==> src/rtl/a2d_spi_resp_if.sv <==
// SPI link between the A2D result responder and its bus master.
interface a2d_spi_resp_if;
    logic SS_n;
    logic SCLK;
    logic MOSI;
    logic MISO;

    modport master (
        output SS_n,
        output SCLK,
        output MOSI,
        input  MISO
    );

    modport slave (
        input  SS_n,
        input  SCLK,
        input  MOSI,
        output MISO
    );
endinterface

==> src/rtl/a2d_spi_resp.sv <==
// SPI slave returning stored 12-bit conversion results; a 16-bit command
// frame selects the channel whose value is returned on the following frame.
module a2d_spi_resp (
    input  logic              clk,
    input  logic              rst_n,
    a2d_spi_resp_if.slave     spi,
    input  logic              wr_en,
    input  logic [2:0]        wr_chnnl,
    input  logic [11:0]       wr_data,
    output logic [2:0]        cur_chnnl,
    output logic              cmd_vld,
    output logic              frm_err
);

    typedef enum logic [1:0] {
        IDLE,
        ARMED,
        SHIFT
    } state_e;

    state_e              state_q, state_d;

    // [0] first sync flop, [1] synchronised value, [2] edge-detect history
    logic [2:0]          ss_q, sclk_q, mosi_q;

    logic [7:0][11:0]    chan_q, chan_d;
    logic [15:0]         tx_shft_q, tx_shft_d;
    // Only command bits [13:11] are ever used, so the upper two bits of the
    // received word are not kept.
    logic [13:0]         rx_shft_q, rx_shft_d;
    logic [4:0]          bit_cnt_q, bit_cnt_d;
    logic [2:0]          cur_chnnl_q, cur_chnnl_d;

    logic ss_sync, ss_fall, ss_rise, sclk_rise, sclk_fall, mosi_bit;
    logic load_tx, rx_en, tx_en, frm_end;

    // Synchronise the asynchronous SPI pins and keep one history sample each
    always_ff @(posedge clk or negedge rst_n) begin
        if (!rst_n) begin
            ss_q   <= '1;
            sclk_q <= '1;
            mosi_q <= '0;
        end else begin
            ss_q   <= {ss_q[1:0],   spi.SS_n};
            sclk_q <= {sclk_q[1:0], spi.SCLK};
            mosi_q <= {mosi_q[1:0], spi.MOSI};
        end
    end

    assign ss_sync   = ss_q[1];
    assign ss_fall   =  ss_q[2] & ~ss_q[1];
    assign ss_rise   = ~ss_q[2] &  ss_q[1];
    assign sclk_rise = ~sclk_q[2] &  sclk_q[1];
    assign sclk_fall =  sclk_q[2] & ~sclk_q[1];
    // MOSI is taken one stage later than SCLK, i.e. the level held just
    // before SCLK rose, which keeps the sample clear of the master's update.
    assign mosi_bit  = mosi_q[2];

    // FSM state register
    always_ff @(posedge clk or negedge rst_n) begin
        if (!rst_n) state_q <= IDLE;
        else        state_q <= state_d;
    end

    // FSM next-state: frame opens on SS_n fall, first SCLK rise starts shifting
    always_comb begin
        state_d = state_q;
        unique case (state_q)
            IDLE:    if (ss_fall)        state_d = ARMED;
            ARMED:   if (ss_rise)        state_d = IDLE;
                     else if (sclk_rise) state_d = SHIFT;
            SHIFT:   if (ss_rise)        state_d = IDLE;
            default:                     state_d = IDLE;
        endcase
    end

    // FSM outputs: datapath enables and end-of-frame status pulses
    always_comb begin
        load_tx = (state_q == IDLE) && ss_fall;
        rx_en   = (state_q != IDLE) && sclk_rise;
        tx_en   = (state_q == SHIFT) && sclk_fall;
        frm_end = (state_q != IDLE) && ss_rise;
        cmd_vld = frm_end && (bit_cnt_q == 5'd16);
        frm_err = frm_end && (bit_cnt_q != 5'd16);
    end

    // Datapath next-state: channel file, shifters, bit counter, channel latch
    always_comb begin
        chan_d      = chan_q;
        tx_shft_d   = tx_shft_q;
        rx_shft_d   = rx_shft_q;
        bit_cnt_d   = bit_cnt_q;
        cur_chnnl_d = cur_chnnl_q;

        if (wr_en) chan_d[wr_chnnl] = wr_data;

        if (load_tx) begin
            // A write to the selected channel in the same cycle is forwarded
            if (wr_en && (wr_chnnl == cur_chnnl_q))
                tx_shft_d = {4'h0, wr_data};
            else
                tx_shft_d = {4'h0, chan_q[cur_chnnl_q]};
            rx_shft_d = '0;
            bit_cnt_d = '0;
        end else begin
            if (tx_en) tx_shft_d = {tx_shft_q[14:0], 1'b0};
            if (rx_en) begin
                rx_shft_d = {rx_shft_q[12:0], mosi_bit};
                // Saturate so long frames can never wrap back to 16
                if (bit_cnt_q != 5'd31) bit_cnt_d = bit_cnt_q + 5'd1;
            end
        end

        if (cmd_vld) cur_chnnl_d = rx_shft_q[13:11];
    end

    // Datapath registers
    always_ff @(posedge clk or negedge rst_n) begin
        if (!rst_n) begin
            chan_q      <= '0;
            tx_shft_q   <= '0;
            rx_shft_q   <= '0;
            bit_cnt_q   <= '0;
            cur_chnnl_q <= '0;
        end else begin
            chan_q      <= chan_d;
            tx_shft_q   <= tx_shft_d;
            rx_shft_q   <= rx_shft_d;
            bit_cnt_q   <= bit_cnt_d;
            cur_chnnl_q <= cur_chnnl_d;
        end
    end

    assign cur_chnnl = cur_chnnl_q;
    assign spi.MISO  = ~ss_sync & tx_shft_q[15];

endmodule

==> src/flat_wrapper.sv <==
// flat-port wrapper written by rule: the top's interface ports become plain ports
module a2d_spi_resp_flat 
  (clk, rst_n, wr_en, wr_chnnl, wr_data, cur_chnnl, cmd_vld, frm_err, spi_SS_n, spi_SCLK, spi_MOSI, spi_MISO);
  a2d_spi_resp_if spi_i ();
  input  logic clk;
  input  logic rst_n;
  input  logic wr_en;
  input  logic [2:0] wr_chnnl;
  input  logic [11:0] wr_data;
  output logic [2:0] cur_chnnl;
  output logic cmd_vld;
  output logic frm_err;
  input wire logic [$bits(spi_i.SS_n)-1:0] spi_SS_n;
  input wire logic [$bits(spi_i.SCLK)-1:0] spi_SCLK;
  input wire logic [$bits(spi_i.MOSI)-1:0] spi_MOSI;
  output wire logic [$bits(spi_i.MISO)-1:0] spi_MISO;
  assign spi_i.SS_n = spi_SS_n;
  assign spi_i.SCLK = spi_SCLK;
  assign spi_i.MOSI = spi_MOSI;
  assign spi_MISO = spi_i.MISO;
  a2d_spi_resp u_core (.clk(clk), .rst_n(rst_n), .spi(spi_i), .wr_en(wr_en), .wr_chnnl(wr_chnnl), .wr_data(wr_data), .cur_chnnl(cur_chnnl), .cmd_vld(cmd_vld), .frm_err(frm_err));
endmodule
==> config.mk <==
export PLATFORM = sky130hd
export DESIGN_NAME = a2d_spi_resp_flat
export DESIGN_NICKNAME = d
export VERILOG_FILES = /design/src/rtl/a2d_spi_resp_if.sv /design/src/rtl/a2d_spi_resp.sv /design/src/flat_wrapper.sv
export SDC_FILE = /design/constraint.sdc
export NUM_CORES = 1
export LEC_CHECK = 0
export BUFFER_PORTS_ARGS = -buffer_cell sky130_fd_sc_hd__clkbuf_2
export CORE_AREA = 4 4 140 129
export DETAILED_ROUTE_END_ITERATION = 8
export DIE_AREA = 0 0 144 133
export PLACE_DENSITY = 0.63
export SLEW_MARGIN = 40
export SYNTH_ARGS = -nofsm -noshare
export SYNTH_HDL_FRONTEND = slang
export SYNTH_SLANG_ARGS = --single-unit
==> constraint.sdc <==
create_clock -name clk -period 1.8 [get_ports clk]
set_input_delay 0.09 -clock clk [delete_from_list [all_inputs] [get_ports clk]]
set_output_delay 0.09 -clock clk [all_outputs]
set_load 0.01 [all_outputs]
==> summary.md, run 1 <==
| Metric | Value |
|---|---|
| Status | finished, violations left |
| Violations in the final reports | setup timing |
| Vias in the first global route | 4,247 |
| Largest net degree at the start of global routing | 43 |
| Peak fanout along the critical path | 4 |
| Clock Path Buffers | 2 |
| Yosys cell types | 40 |
| Post-Syn Instances | 474 |
| Tot GR Track Use | 15.4% |
| Largest family of logic cells by synthesized area | multiplexers |
| CTS tree | done |
| Final min period | 1.81 ns |
| Cell count after placement | 709 |
| Top FF cell, synth | dfrtp_1 |
| Adder-Cell Fraction of Synth Area | 0.572% |
| Pleak | 0.00334 uW |
| Placer Congestion | 0.716 |
| Multi-input gate area | about 0.0028 sq mm |
| Hold depth | 2 |
| CTS Buf Count | 17 |
| Reg area | 0.00364 sq mm |
| MaxCap Viol Count | 0 |
| Cell area power density | 1190 mW/mm^2 |
| Compound-Gate Fraction of Synth Area | roughly 4% |
| Area grow syn2layout | 19.6% |
| Design area | between 0.007 and 0.008 sq mm |
| Final Max Tran Viols | 0 |
| Clock-pin slew on the worst setup and hold paths | ~0.06 ns |
| Die footprint | 0.0192 sq mm |
| RSZ-0062 raised after global routing | true |
| Diode count | 0 |
| Mux share of post-synthesis cell area | 28.1% |
| Clock root buffer | clkbuf_16 |
| Reg2Reg Depth | 4 |
| Fin. Hold Viols | 0 |
| Via-to-Cell Ratio | 5.45 |
| CP max stage delay | 0.55 ns |
| EDFF count, synth | 0 |
| Finished Layout Cells | 750 |
| Initial antenna violation count | 0 |
| Num rows | 45 |
| Routed Antenna Nets | 0 |
| TritonCTS sink count | 145 |
| Most frequent cells in the layout | dfrtp_1 (138), mux2_2 (104), nand2_1 (65) |
| Worst VDD drop | 0.000708 V |
| Period utilization | 100% |
| Final worst slack | -0.00593 ns |
| Crit path DAT | 1.72 ns |
| Htree depth | 4 |
| Crit end category | output pin |
| Avg WL per Cell | 19.2 um |
| WL final | 14,400 um |
| Startpoint types | flop |
| Synth Warn # | 0 |
| Overflow after GRT | 0 |
| Vias post-DR | 4,091 |
| Worst path slowest cell | dfstp_2 |
| Measured slew at the worst slew-check pin | 0.555 ns |
| 1st-iter DRT viols | 242 |
| Initial Utilization | 39.5% |
| Share of layout cells above drive strength 1 | between 40% and 50% |
| Clock Skews | 0.0109 ns |
| Post-layout nets | 550 |
| First-pass GRT wire length | 22,800 um |
| Asr flop ratio synth | 100% |
| DRC Markers | 0 |
| Slew headroom | a little over three fifths |
| Post-place setup slack | -0.0430 ns |
| Avg Inst Size Synth | 13.8 sq um |
| Core Region | 0.0166 sq mm |
| Most common cell after layout, fill and taps aside | dfrtp_1 |
| Layout fillers | 1,449 |
| Die height | between 100 and 150 um |
| HPWL after DPL | 8670 um |
| Number of I/O pins | 27 |
| Die width | 144 um |
| Fmax | about 550 MHz |
| Synth Area in XOR/XNOR | 0.801% |
| Clock latency on the worst-skew pair | 0.41 ns |
| Endpoints failing setup | 1 |
| First drt pass iteration count | 4 |
| CP cell instances | nor2b_4, o21ai_2, nor4_2, buf_4, buf_6 |
| DP Area | approximately 0.007 sq mm |
| Seq/Total Area, Yosys | 55.4% |
| Quantity of I/O buffers inserted on ports | 26 |
| Syn nets | 498 |
| Critical Setup Path Class | reg2out |
| FF+latch count, synth | 145 |
| Data required, critical path | around 1.7 ns |
| Syn Std Cell Area | 0.00656 sq mm |
| Synth Area in Simple Gates | 8.57% |
| Hold Crit Class | in2reg |
[layer usage]
layer,up-vias,wire (um),global-route usage (%)
li1,1828,-,-
met1,2179,6660,21.0
met2,66,7080,24.6
met3,18,481,3.76
met4,0,210,4.50
met5,-,0,0
[where the power goes]
part           total, uW  switching (uW)  internal, uW  leakage [uW]
clock network       3620            1350          2270      0.000302
logic               1410             560           854       0.00126
registers           4270             358          3910       0.00178
total               9310            2270          7040       0.00334
[state kept, by name, summed over array words and instances (netlist names)]
name,count
u_core.chan_q,96
u_core.tx_shft_q,16
u_core.rx_shft_q,14
u_core.bit_cnt_q,5
u_core.cur_chnnl,3
u_core.mosi_q,3
u_core.sclk_q,3
u_core.ss_q,3
u_core.state_q,2
[what timing repair did]
action,4_1_cts,5_1_grt
gates cloned,0,1
buffers inserted,1,2
pin swaps,0,1
hold buffers,5,0
gates resized for setup,4,26
endpoints found under the setup margin,7,17
endpoints found under the hold margin,114,0
[worst max-delay path, delay by kind of cell (launching register included)]
kind,cells,cell delay (ns)
AOI/OAI and AO/OA,1,0.08
buffers and inverters,2,0.28
DFF,1,0.55
and+or+nand+nor,2,0.40
[per-stage QoR]
stage	setup TNS (ns)	hold slack (ns)	total power (uW)	util [%]
4_1_cts	-0.0314	0.0211	9340	46.9
2_1_floorplan	0	-0.206	5210	-
3_3_place_gp	0	0.0399	5590	42.9
3_5_place_dp	-0.166	0.0434	5680	42.9
5_1_grt	-0.295	0.0407	9770	47.2
6_report	-0.00593	0.0331	9310	47.2
[cell type report]
class	count	area share, %
Inverter	3	0.143
Clock buffer	21	5.87
Sequential cell	145	46.3
Timing Repair Buffer	63	7.06
Multi-Input combinational cell	296	35.3
Tap cell	211	3.36
Clock inverter	11	1.95
[synthesized netlist by cell type, types with 2 or more instances]
master | count | share of area [%]
nor2_1 | 10 | 0.57
nor3b_1 | 2 | 0.23
nand3_1 | 13 | 0.99
mux4_1 | 21 | 8.4
dfrtp_1 | 139 | 53
nand2b_1 | 5 | 0.48
nand4b_1 | 3 | 0.40
buf_1 | 2 | 0.11
dfstp_2 | 6 | 2.4
xnor2_1 | 6 | 0.80
clkbuf_1 | 16 | 0.92
o221a_2 | 3 | 0.52
buf_2 | 9 | 0.69
mux4_2 | 3 | 1.0
nor3_1 | 4 | 0.31
nor2b_1 | 3 | 0.29
mux2i_1 | 3 | 0.46
inv_1 | 3 | 0.17
mux2_2 | 106 | 18
ha_1 | 3 | 0.57
o221a_1 | 8 | 1.4
o21ai_0 | 5 | 0.38
nand2_1 | 65 | 3.7
a21oi_1 | 20 | 1.5
[worst paths after layout]
| kind | slack (ns) | from | endpoint |
|---|---|---|---|
| hold / removal | 0.03 | wr_data[3] | u_core.chan_q[3]$_DFFE_PN0P_ |
| max in group asynchronous | 1.03 | rst_n | u_core.chan_q[0]$_DFFE_PN0P_ |
| min in group asynchronous | 0.17 | rst_n | u_core.tx_shft_q[9]$_DFFE_PN0P_ |
| setup reg to reg | 0.02 | u_core.cur_chnnl[1]$_DFFE_PN0P_ | u_core.tx_shft_q[7]$_DFFE_PN0P_ |
| setup / recovery | -0.006 | u_core.ss_q[1]$_DFF_PN1_ | cmd_vld |
| hold reg to reg | 0.35 | u_core.mosi_q[1]$_DFF_PN0_ | u_core.mosi_q[2]$_DFF_PN0_ |
[cells by family (layout without fill, tap and decap cells)]
group	after synthesis	count (layout)
DFF	145	145
muxes	133	133
and+or+nand+nor	117	117
adders and majority gates	3	3
buffers and inverters	33	98
xor gates and xnor gates	6	6
AOI/OAI and AO/OA	37	37
(Power assumes the default switching activity.)
==> run 2, diff against run 1 <==
ABC_AREA = 1   (was unset)
CORE_AREA = 4 4 144 133   (was 4 4 140 129)
DIE_AREA = 0 0 148 137   (was 0 0 144 133)
PLACE_DENSITY = 0.61   (was 0.63)
clock period = 2.24 ns   (was 1.8 ns; I/O delays follow)
==> run 2 against run 1 <==
The flow now finishes without violations. Synthesized area increased by 6.0%. Clock-buffer cell count unchanged. Worst hold slack got worse by 0.0083 ns. Global-route usage increased by 3.1 points. Non-clock buffer count decreased by 1. Utilization decreased by 0.62 points. First-iteration DRC count increased by 90%. Clock skew decreased by 0.0045 ns. Sequential share of layout area decreased by 1.8 points. Setup slack improved by 0.34 ns.
==> summary.md, run 2 <==
| Metric | Value |
|---|---|
| Top post-synthesis cells by count | nand2_1 (300), dfrtp_1 (139), inv_1 (111), o21ai_0 (111), nand3_1 (98) |
| Final min period | 1.91 ns |
| Synth Warn # | 0 (unchanged) |
| Hold Crit Class | in2reg |
| Period utilization | between 80% and 90% |
| Quantity of I/O buffers inserted on ports | 26 (unchanged) |
| Yosys cell types | 28 (-30%) |
| Metal3 WL | 1060 um (+120%) |
| Tot GR Track Use | 18.6% (+3.1 points) |
| Vias post-DR | 5,710 (+40%) |
| Design area | 0.00816 sq mm (+4.0%) |
| Avg WL per Cell | 15.0 um (-22%) |
| Pleak | 0.00414 uW (+24%) |
| Syn nets | 920 (+85%) |
| Data required, critical path | 2.13 ns (+0.42 ns) |
| Hold depth | 3 (+1) |
| Post-Syn Instances | 896 (+89%) |
| Top cell type's share of synthesized area | 50.0% (-3.0 points) |
| Clock-pin slew on the worst setup and hold paths | 0.06 ns (about the same) |
| Post-route total power | 8040 uW (-14%) |
| HPWL after DPL | 11,500 um (+33%) |
| Critical Setup Path Class | reg2out |
| Fin util | 46.6% (-0.62 points) |
| Area grow syn2layout | 17.3% |
| Endpoints failing setup | 0 (-1) |
| Psw | 2230 uW (-1.5%) |
| Multi-input gate area | 0.00264 sq mm (-4.6%) |
| Crit path DAT | 1.80 ns (+0.08 ns) |
| Regs by FF count | u_core.chan_q x96, u_core.tx_shft_q x16, u_core.rx_shft_q x14 |
| Reg-to-Reg End | u_core.tx_shft_q[7]$_DFFE_PN0P_ |
| FF+latch count, synth | 145 (unchanged) |
| CTS Buf Count | 17 (unchanged) |
| RR Startpoint | u_core.ss_q[1]$_DFF_PN1_ |
| Met1 wire length | 8470 um (+27%) |
| Comb pwr share | 17.2% (+2.0 points) |
| Via-to-Cell Ratio | 4.82 (-12%) |
| Top reg by flops | u_core.chan_q |
| Initial antenna violation count | 0 (unchanged) |
| Number of I/O pins | 27 (unchanged) |
| Most numerous cell in the Yosys netlist | nand2_1 |
| Die height | 137 um (+3.0%) |
| Clock root buffer | clkbuf_16 |
| Final Max Tran Viols | 0 (unchanged) |
| WL final | 17,800 um (+23%) |
| Cell area power density | 986 mW/mm^2 (-17%) |
| Largest net degree at the start of global routing | 57 (+33%) |
| Slew headroom | 64.6% (+1.6 points) |
| Met2 wire length | 7970 um (+13%) |
| Fmax | 524 MHz |
| Syn Std Cell Area | 0.00696 sq mm (+6.0%) |
| Post-CTS Setup Repair Bufs | 0 (-1) |
| Worst setup path end | cmd_vld |
| First drt pass iteration count | 5 (+1) |
| MaxCap Viol Count | 0 (unchanged) |
| Worst VDD drop | 0.000436 V (-38%) |
| Highest metal used | met4 |
| Switching share of power | 27.8% (+3.4 points) |
| Seq/Total Area, Yosys | 52.3% (-3.2 points) |
| TritonCTS sink count | 145 (unchanged) |
| Avg Inst Size Synth | 7.76 sq um (-44%) |
| Die width | 148 um (+2.8%) |
| Vias in the first global route | 5,356 (+26%) |
| Setup_tns | 0 ns (+0.00593 ns) |
| Layout fillers | 1,766 (+22%) |
| Overflow after GRT | 0 (unchanged) |
| Htree depth | 4 (unchanged) |
| RSZ-0062 raised after global routing | false |
| Asr flop ratio synth | 100% (unchanged) |
| Clock Skews | 0.00635 ns (-0.00450 ns) |
| Share of power burned in registers | 42.7% (-3.2 points) |
| Reg area | 0.00364 sq mm (unchanged) |
| Fin. Hold Viols | 0 (unchanged) |
| Core Region | 0.0175 sq mm (+5.3%) |
| Crit end category | output pin |
| DP Area | 0.00735 sq mm (+3.3%) |
| Measured slew at the worst slew-check pin | 0.532 ns (-0.0228 ns) |
| Die footprint | 0.0203 sq mm (+5.9%) |
| 1st-iter DRT viols | 460 (+90%) |
| Clock latency on the worst-skew pair | 0.42 ns (about the same) |
| Most common cell after layout, fill and taps aside | nand2_1 |
| Post-place setup slack | 0.564 ns (+0.607 ns) |
| Internal Power | 5810 uW (-18%) |
| Diode count | 0 (unchanged) |
| Final worst slack | 0.333 ns (+0.339 ns) |
| PostCTS Resize Cnt | 0 (-4) |
| EDFF count, synth | 0 (unchanged) |
| Initial Utilization | 39.8% (+0.26 points) |
| Max reg flops | 96 (unchanged) |
| Startpoint types | flop |
| CTS tree | done |
| Post-layout nets | 956 (+74%) |
| Share of layout cells above drive strength 1 | 12.1% (-32 points) |
| First-pass GRT wire length | 29,200 um (+28%) |
| Largest cells by area after synthesis | dfrtp_1 (50%), nand2_1 (16%), o21ai_0 (8.0%) |
| Reg-to-reg slack, setup | 0.55 ns (+0.53 ns) |
| Clock power frac | 40.1% (+1.2 points) |
| Routed Antenna Nets | 0 (unchanged) |
| Placer Congestion | 0.852 (+19%) |
| Top FF cell, synth | dfrtp_1 |
| Reg2Reg Depth | 8 (+4) |
| Leading area contributor after synthesis | dfrtp_1 |
| Crit path from | u_core.bit_cnt_q[0]$_DFFE_PN0P_ |
| DRC Markers | 0 (unchanged) |
| Num rows | 46 (+2.2%) |
| Peak fanout along the critical path | 7 (+3) |
| Status | complete, no violations |
| Most frequent cells in the layout | nand2_1 (299), dfrtp_1 (138), inv_1 (111), o21ai_0 (111), nand3_1 (98) |
| Clock Path Buffers | 2 (unchanged) |
run 2: cell type report:
type / instances / share of cell area, %
inverters: 118 / 5.46
multi-input cells: 588 / 32.4
repair buffers: 62 / 5.69
well taps: 240 / 3.68
flip-flops and latches: 145 / 44.6
clock inverters: 11 / 2.58
clock buffers: 21 / 5.64
run 2: worst max-delay path, cell delays in order (launching register included):
cell and delay [ns]:
dfrtp_1 0.40, inv_1 0.10, ha_1 0.16, nand2_1 0.05
nor3_1 0.20, nand2_1 0.23, inv_1 0.10, clkbuf_2 0.13
run 2: kinds of logic (layout without fill, tap and decap cells):
group / Yosys count / count (layout) / synth area share (%)
AOI/OAI and AO/OA: 124 / 124 / 9.17
and+or+nand+nor: 461 / 461 / 28.2
DFF: 145 / 145 / 52.3
buffers and inverters: 163 / 212 / 9.80
adders and majority gates: 3 / 3 / 0.540
run 2: layer usage:
layer	up-vias	global-route usage [%]
met4	0	6.05
met2	131	28.4
met1	2689	26.6
met5	-	0
li1	2871	-
met3	19	3.77
run 2: how the worst min path moves through the flow:
stage | from | end | slack (ns)
5_1_grt | wr_data[11] | u_core.chan_q[95]$_DFFE_PN0P_ | 0.04
4_1_cts | wr_data[11] | u_core.chan_q[95]$_DFFE_PN0P_ | 0.003
6_report | wr_data[10] | u_core.chan_q[94]$_DFFE_PN0P_ | 0.02
3_3_place_gp | rst_n | u_core.chan_q[51]$_DFFE_PN0P_ | 0.12
3_5_place_dp | rst_n | u_core.chan_q[51]$_DFFE_PN0P_ | 0.12
2_1_floorplan | rst_n | u_core.bit_cnt_q[0]$_DFFE_PN0P_ | -0.18
run 2: per-stage QoR:
stage               std cells  hold WS, ns
global placement         1140        0.121
floorplan                 896       -0.184
CTS                      1185      0.00290
finish                   1185       0.0249
detailed placement       1140        0.118
global route             1185       0.0417
run 2: what timing repair did:
action | CTS | global route
hold buffers | 13 | 0
hold endpoints to repair | 60 | 0
setup endpoints to repair | 0 | 0
run 2: power groups by stage:
stage          Combinational [uW]  Sequential [uW]  Clock, uW
2_1_floorplan                1020             3400          0
3_3_place_gp                 1350             3470          0
3_5_place_dp                 1370             3460          0
4_1_cts                      1400             3430       3280
5_1_grt                      1630             3490       3380
6_report                     1380             3440       3220
==> run 3, diff against run 2 <==
ABC_AREA = unset   (was 1)
CORE_AREA = 2 2 138 127   (was 4 4 144 133)
DIE_AREA = 0 0 140 129   (was 0 0 148 137)
==> run 3 against run 2 <==
Die area fell by 11%. First-iteration DRC count down 43%. Largest cell class unchanged. Clock skew up 0.0042 ns. Sequential power about the same. Clock-buffer cell count unchanged. Fmax fell by 6.4%.
==> summary.md, run 3 (same netlist as run 1, synthesis figures left out) <==
| Metric | Value |
|---|---|
| Endpoints failing setup | 0 (unchanged) |
| Clock Path Buffers | 2 (unchanged) |
| First-pass GRT wire length | 22,600 um (-22%) |
| Overflow after GRT | 0 (unchanged) |
| Status | complete, no violations |
| Pleak | 0.00326 uW (-21%) |
| Area grow syn2layout | 16.7% |
| DRC Markers | 0 (unchanged) |
| Post-layout nets | 536 (-44%) |
| MaxCap Viol Count | 0 (unchanged) |
| Die width | 140 um (-5.4%) |
| CP max stage delay | 0.54 ns (+0.14 ns) |
| Most common cell after layout, fill and taps aside | dfrtp_1 |
| Worst path slowest cell | dfstp_2 |
| Slew headroom | 61.8% (-2.7 points) |
| Initial Utilization | 39.5% (-0.26 points) |
| Critical Setup Path Class | reg2out |
| Family with the most delay on the worst path | flip-flops |
| Clock-pin slew on the worst setup and hold paths | 0.06 ns (about the same) |
| Fmax | 491 MHz (-6.4%) |
| Worst VDD drop | 0.000954 V (+120%) |
| Hold Crit Class | in2reg |
| Startpoint types | flop |
| Max reg flops | 96 (unchanged) |
| Measured slew at the worst slew-check pin | 0.568 ns (+0.0362 ns) |
| Via-to-Cell Ratio | 5.43 (+13%) |
| Hold Slack | 0.0670 ns (+0.0421 ns) |
| WL final | 13,900 um (-22%) |
| Die height | 129 um (-5.8%) |
| Routed Antenna Nets | 0 (unchanged) |
| Htree depth | 4 (unchanged) |
| Cell area power density | 958 mW/mm^2 (-2.8%) |
| Number of I/O pins | 27 (unchanged) |
| Avg WL per Cell | 18.8 um (+25%) |
| Peak fanout along the critical path | 4 (-3) |
| Data required, critical path | 2.13 ns (about the same) |
| CP cell instances | nor2b_1, o21ai_0, nor4_4, clkbuf_2 |
| Final worst slack | 0.202 ns (-0.131 ns) |
| Vias post-DR | 3,994 (-30%) |
| Fin. Hold Viols | 0 (unchanged) |
| Layout fillers | 1,437 (-19%) |
| Finished Layout Cells | 736 (-38%) |
| Tot GR Track Use | 16.4% (-2.2 points) |
| Core Region | 0.0166 sq mm (-5.1%) |
| Placer Congestion | 0.730 (-14%) |
| HPWL after DPL | 8490 um (-26%) |
| CTS tree | done |
| Most frequent cells in the layout | dfrtp_1 (139), mux2_2 (106), nand2_1 (65) |
| Clock root buffer | clkbuf_16 |
| Crit end category | output pin |
| Setup_tns | 0 ns (unchanged) |
| Period utilization | 91.0% (+5.9 points) |
| Quantity of I/O buffers inserted on ports | 26 (unchanged) |
| Vias in the first global route | 4,159 (-22%) |
| Post-route total power | 7340 uW (-8.8%) |
| Top reg by flops | u_core.chan_q |
| Die footprint | 0.0181 sq mm (-11%) |
| Largest net degree at the start of global routing | 66 (+16%) |
| Share of layout cells above drive strength 1 | 38.5% (+26 points) |
| CTS Buf Count | 17 (unchanged) |
| Initial antenna violation count | 0 (unchanged) |
| Final Max Tran Viols | 0 (unchanged) |
| Reg-to-reg slack, setup | 0.26 ns (-0.29 ns) |
| First drt pass iteration count | 6 (+1) |
| Final min period | 2.04 ns (+0.131 ns) |
| Cell count after placement | 699 (-39%) |
| 1st-iter DRT viols | 263 (-43%) |
| Diode count | 0 (unchanged) |
| TritonCTS sink count | 145 (unchanged) |
| Clock Skews | 0.0106 ns (+0.00423 ns) |
| Crit path DAT | 1.93 ns (+0.13 ns) |
| Worst path bufs/invs | 1 (-2) |
| Regs by FF count | u_core.chan_q x96, u_core.tx_shft_q x16, u_core.rx_shft_q x14 |
| Clock latency on the worst-skew pair | 0.42 ns (about the same) |
| Post-place setup slack | 0.281 ns (-0.283 ns) |
| Num rows | 45 (-2.2%) |
[run 3: changes by cell type in the layout (fill, tap and decap cells not counted), sizes merged, moves of 6 or more]
cell	delta
nand2	-242
inv	-115
o21ai	-107
mux2	+106
nand3	-94
nor2	-32
mux4	+24
a21oi	+15
o221a	+11
dlygate4sd3	-8
o31ai	-6
xnor2	+6
[run 3: per-stage QoR]
step	util, %	cell area [sq um]
after detailed placement	42.1	6990
final	46.1	7650
after global placement	42.1	6990
after CTS	46.0	7640
after global routing	46.1	7650
after floorplan	-	6560
[run 3: path summary, 6_finish.rpt]
| kind | to | depth (start not counted) | start |
|---|---|---|---|
| max in group asynchronous | u_core.chan_q[3]$_DFFE_PN0P_ | 3 | rst_n |
| worst min register to register | u_core.mosi_q[1]$_DFF_PN0_ | 0 | u_core.mosi_q[0]$_DFF_PN0_ |
| min in group asynchronous | u_core.mosi_q[1]$_DFF_PN0_ | 2 | rst_n |
| worst max register to register | u_core.bit_cnt_q[4]$_DFFE_PN0P_ | 6 | u_core.bit_cnt_q[0]$_DFFE_PN0P_ |
| worst min-delay path | u_core.chan_q[45]$_DFFE_PN0P_ | 2 | wr_data[9] |
| worst max-delay path | cmd_vld | 4 | u_core.ss_q[1]$_DFF_PN1_ |
[run 3: cell type report]
cell class / instances / area (sq um) / area share, %
clock buffer: 21 / 470 / 6.15
clock inverter: 11 / 131 / 1.72
inverter: 3 / 11.3 / 0.147
multi-input combinational: 296 / 2780 / 36.3
sequential: 145 / 3640 / 47.5
tap: 211 / 264 / 3.45
timing repair buffer: 49 / 359 / 4.69
[run 3: repair_timing]
| item | in CTS | in global routing |
|---|---|---|
| setup endpoints to repair | 0 | 1 |
| setup buffers | 0 | 0 |
| hold buffers | 5 | 0 |
| endpoints found under the hold margin | 57 | 0 |
| resized for setup | 0 | 1 |
[run 3: metal layers]
layer,vias to the layer above,part of all wire [%],GRT usage [%]
li1,1812,-,-
met5,-,0,0
met2,70,49,27.0
met3,16,3.2,5.25
met4,0,1.2,4.63
met1,2096,46,21.1
[run 3: report_power, final]
| group | leakage, uW | internal [uW] | switching, uW |
|---|---|---|---|
| logic | 0.00119 | 639 | 430 |
| clock network | 0.000285 | 1730 | 1110 |
| registers | 0.00178 | 3140 | 276 |
